==> config.mk <==
export PLATFORM = sky130hd
export DESIGN_NAME = regfile32
export DESIGN_NICKNAME = d
export VERILOG_FILES = /design/src/rtl/regfile32.sv
export SDC_FILE = /design/constraint.sdc
export NUM_CORES = 2
export LEC_CHECK = 0
export ABC_CLOCK_PERIOD_IN_PS = 2150
export BUFFER_PORTS_ARGS = -buffer_cell sky130_fd_sc_hd__buf_2
export CORE_UTILIZATION = 50
export CTS_BUF_LIST = sky130_fd_sc_hd__clkbuf_8
export DETAILED_ROUTE_END_ITERATION = 10
export GPL_TIMING_DRIVEN = 0
export MAX_ROUTING_LAYER = met4
export PLACE_DENSITY = 0.68
export SLEW_MARGIN = 25
export SYNTH_ARGS = -nofsm -noshare
export SYNTH_HDL_FRONTEND = slang
export SYNTH_SLANG_ARGS = --single-unit
==> constraint.sdc <==
create_clock -name clk -period 2.15 [get_ports clk]
set_input_delay 0.43 -clock clk [delete_from_list [all_inputs] [get_ports clk]]
set_output_delay 0.43 -clock clk [all_outputs]
set_load 0.05 [all_outputs]
==> src/rtl/regfile32.sv <==
`default_nettype none
// ============================================================================
// regfile32 : 32 x 32-bit register file, one synchronous write port, two
//             combinational read ports, register 0 hard-wired to zero.
// Optional define REGFILE_BYPASS_EN : same-cycle write-to-read forwarding.
// Revision  : 1.0
// ============================================================================
module regfile32 #(
  parameter int DW = 32,
  parameter int AW = 5
) (
  input  logic          clk,
  input  logic          rst_n,
  input  logic          we,
  input  logic [AW-1:0] waddr,
  input  logic [DW-1:0] wdata,
  input  logic [AW-1:0] raddr1,
  input  logic [AW-1:0] raddr2,
  output logic [DW-1:0] rdata1,
  output logic [DW-1:0] rdata2
);

  localparam int DEPTH = 1 << AW;

  logic                       wr_valid;
  logic [DEPTH-1:0][DW-1:0]   word;
  logic [DW-1:0]              rd1_stored;
  logic [DW-1:0]              rd2_stored;

  assign wr_valid = we && (waddr != '0);

  // Index 0 has no storage at all, so it can never hold anything but zero.
  assign word[0] = '0;

  for (genvar i = 1; i < DEPTH; i++) begin : g_reg
    logic [DW-1:0] data_q;
    logic [DW-1:0] data_d;

    always_comb begin
      data_d = data_q;
      if (wr_valid && (waddr == AW'(i))) begin
        data_d = wdata;
      end
    end

    always_ff @(posedge clk or negedge rst_n) begin
      if (!rst_n) begin
        data_q <= '0;
      end else begin
        data_q <= data_d;
      end
    end

    assign word[i] = data_q;
  end

  assign rd1_stored = word[raddr1];
  assign rd2_stored = word[raddr2];

`ifdef REGFILE_BYPASS_EN
  logic fwd1;
  logic fwd2;

  // Forwarding is suppressed under reset so the ports read zero while rst_n is low.
  assign fwd1   = rst_n && wr_valid && (raddr1 == waddr);
  assign fwd2   = rst_n && wr_valid && (raddr2 == waddr);
  assign rdata1 = fwd1 ? wdata : rd1_stored;
  assign rdata2 = fwd2 ? wdata : rd2_stored;
`else
  assign rdata1 = rd1_stored;
  assign rdata2 = rd2_stored;
`endif

endmodule
`default_nettype wire

==> run metrics <==
status finished with violations; failing checks design-rule violations, negative hold slack, negative setup slack; CTS tree yes; Vias per Instance 6.790; max reg flops 992; Startpoint Class input pin; clock buffer depth 3; initial antenna violation count 7; Die Footprint 0.1078 mm2; vias in the first global route 38110; Largest Register g.data_q; Area Overhead vs Synth 17.34%; critical path peak fanout 10; cts bufs inserted 173; Power Dens Cells 911.2 mW/mm2; NetSw 17.62 mW; core area 0.1054 mm2; first-pass GRT wire length 272000 um; Final period util 146.6%; Peak VDD IR 0.6835 mV; CTS Root Cell clkbuf_8; layout cells sized above 1 54.77%; biggest regs g.data_q (992); Total Routing Usage GR 36.47%; r2r startpoint g_reg[26].data_q[18]; part of the power in registers 44.2%; gr ovfl total 0; CTS HTree Levels 4; die width 328.3 um; Hold Vio Cnt, Final 122; number of distinct library cells after synthesis 30; WP data required 1.72 ns; clock power share 30.9%; GP Congestion 0.9699; cells after synthesis 3635; clock skew 0 ns; Clock transition at path regs 0.05 ns; Synthesized Nets 3685; Fillers 8364; via count 37310; Max Slew Vio Count 0; #FFs+latches synth 992; placed inst area 0.05725 mm2; Die Ht 328.3 um; initial DRC count 3874; Mapped Area 0.05323 mm2; row count 119; Final Setup Violations 68; Port Buf Inserts 107; drt pass-1 iters 11; achievable clock frequency 317.2 MHz; Max-cap violations 0; Static Leak 27.32 nW; crit path from raddr1[2]; Least-Margin Pin Slew 1.043 ns; initial core utilization 50.49%; Post-CTS Hold Fix Bufs 32; Final Instance Area 0.06246 mm2; CTS Sinks 992; final worst path period need 3.152 ns; Post-Place Worst Slack -2.005 ns; WL final 188700 um; switch share 30.96%; crit path kind in -> out; Top Ports 114; post-synthesis sequential area ratio 46.64%; endpoint class of the critical path output pin; Cell Int Power 39.29 mW; Ys Warns 0; Comb pwr share 25.0%; DP Wirelength 128700 um; # nets final 4018; Crit path arrival time 2.72 ns; Skew-Pair Late Insertion Delay 0.87 ns; synthesized area per cell 14.64 um2; largest net degree at the start of global routing 126; Avg WL per Cell 34.34 um; fin worst setup slack -1.002 ns; number of nets with antenna violations after routing 0; RSZ-0062 raised after global routing true; Min-Delay Path Class in -> async; worst hold slack -0.3443 ns; Relative slew margins 30.21%; DRC 16
[repair_timing]
item / in CTS / in global routing
endpoints found under the setup margin: 155 / 155
cloned: 1 / 1
resized for setup: 332 / 12
hold endpoints to repair: 154 / 122
pin swaps: 134 / 27
buffers inserted: 6 / 2
[worst paths after layout]
check	end	slack, ns	cells after the start
worst max register to register	g_reg[26].data_q[18]	1.25	2
max in group asynchronous	g_reg[26].data_q[8]	0.28	6
min in group clk	g_reg[28].data_q[0]	0.15	3
worst min-delay path	g_reg[3].data_q[24]	-0.34	2
worst max-delay path	rdata1[31]	-1.00	7
worst min register to register	g_reg[28].data_q[4]	0.51	1
[worst max-delay path, cell delays in order]
cell	delay, ns
buf_2	0.14
clkbuf_2	0.30
inv_2	0.42
buf_2	0.44
a211oi_2	0.17
o31ai_4	0.56
buf_6	0.24
[cell usage after synthesis, drive strengths merged]
cell type,count,area (um2)
a211oi,64,480.5
a22o,192,1682
and2,35,219.0
and3,33,206.5
and3b,2,17.52
buf,188,1106
clkbuf,217,815.8
dfrtp,992,24820
inv,2,7.500
mux2,1056,11890
mux2i,160,1602
mux4,384,8648
nand2,82,307.8
nand2b,6,37.54
nand3,2,10.01
nor2,13,48.80
nor2b,7,43.79
nor3,2,15.01
nor3b,6,65.06
o21ai,64,320.3
o22ai,64,400.4
o31ai,64,480.5
[per-stage QoR]
step                      utilization [%]  setup TNS [ns]  cells  total power, mW  hold slack, ns
after detailed placement            54.31         -686.70   5142            38.55          0.4924
after global placement              54.05               -   5133            38.10          0.4898
final                               59.25          -56.17   5495            56.91         -0.3443
after global routing                59.25          -56.91   5495            59.01         -0.3437
after floorplan                         -          -12.84   3635            34.59          0.1344
after CTS                           59.15          -54.78   5487            56.68         -0.3514
[kinds of logic (layout without fill, tap and decap cells)]
logic type,after synthesis,count (layout),share of synthesized area [%]
other,0,5,0
DFF,992,992,46.64
AOI/OAI and AO/OA,448,448,6.318
buffers and inverters,407,871,3.625
and+or+nand+nor,188,188,1.824
muxes,1600,1600,41.60
[cell usage in the layout, fill, tap and decap left out, drive strengths merged]
cell type	Yosys	routed
o31ai	64	64
inv	2	66
nand3	2	2
nor2b	7	7
and2	35	35
and3b	2	2
diode	0	5
nor3b	6	6
a211oi	64	64
mux2i	160	160
and3	33	33
nor2	13	13
nand2b	6	6
o22ai	64	64
dfrtp	992	992
dlygate4sd3	0	32
buf	188	315
mux4	384	384
a22o	192	192
bufbuf	0	1
clkinv	0	13
nand2	82	82
o21ai	64	64
clkinvlp	0	6
clkbuf	217	438
nor3	2	2
mux2	1056	1056
[routing by layer]
metal / routed length [um] / up-vias / track usage [%]
met3: 19870 / 498 / 11.70
met2: 86550 / 2101 / 53.71
met4: 7316 / 0 / 13.46
met5: 0 / - / -
li1: - / 14760 / -
met1: 74960 / 19950 / 47.24
[power groups by stage]
stage / clock [mW] / sequential (mW) / combinational [mW]
after floorplan: 0 / 24.3 / 10.3
after global placement: 0 / 25.1 / 13.0
after detailed placement: 0 / 25.3 / 13.3
after CTS: 17.7 / 25.0 / 14.0
after global routing: 18.5 / 25.6 / 14.9
final: 17.6 / 25.1 / 14.2
[layout make-up]
class                   count  area, um2  share of cell area, %
multi-input cells        2236      28250                  45.23
well taps                1391       1740                  2.787
clock inverters            83      390.4                 0.6250
inverters                   2      11.26                0.01803
plain buffers             405       2525                  4.043
clock buffers             223       3069                  4.914
repair buffers            158       1637                  2.620
diodes                      5      12.51                0.02003
flip-flops and latches    992      24820                  39.75
Note: power is estimated with default switching activity, not from simulation.
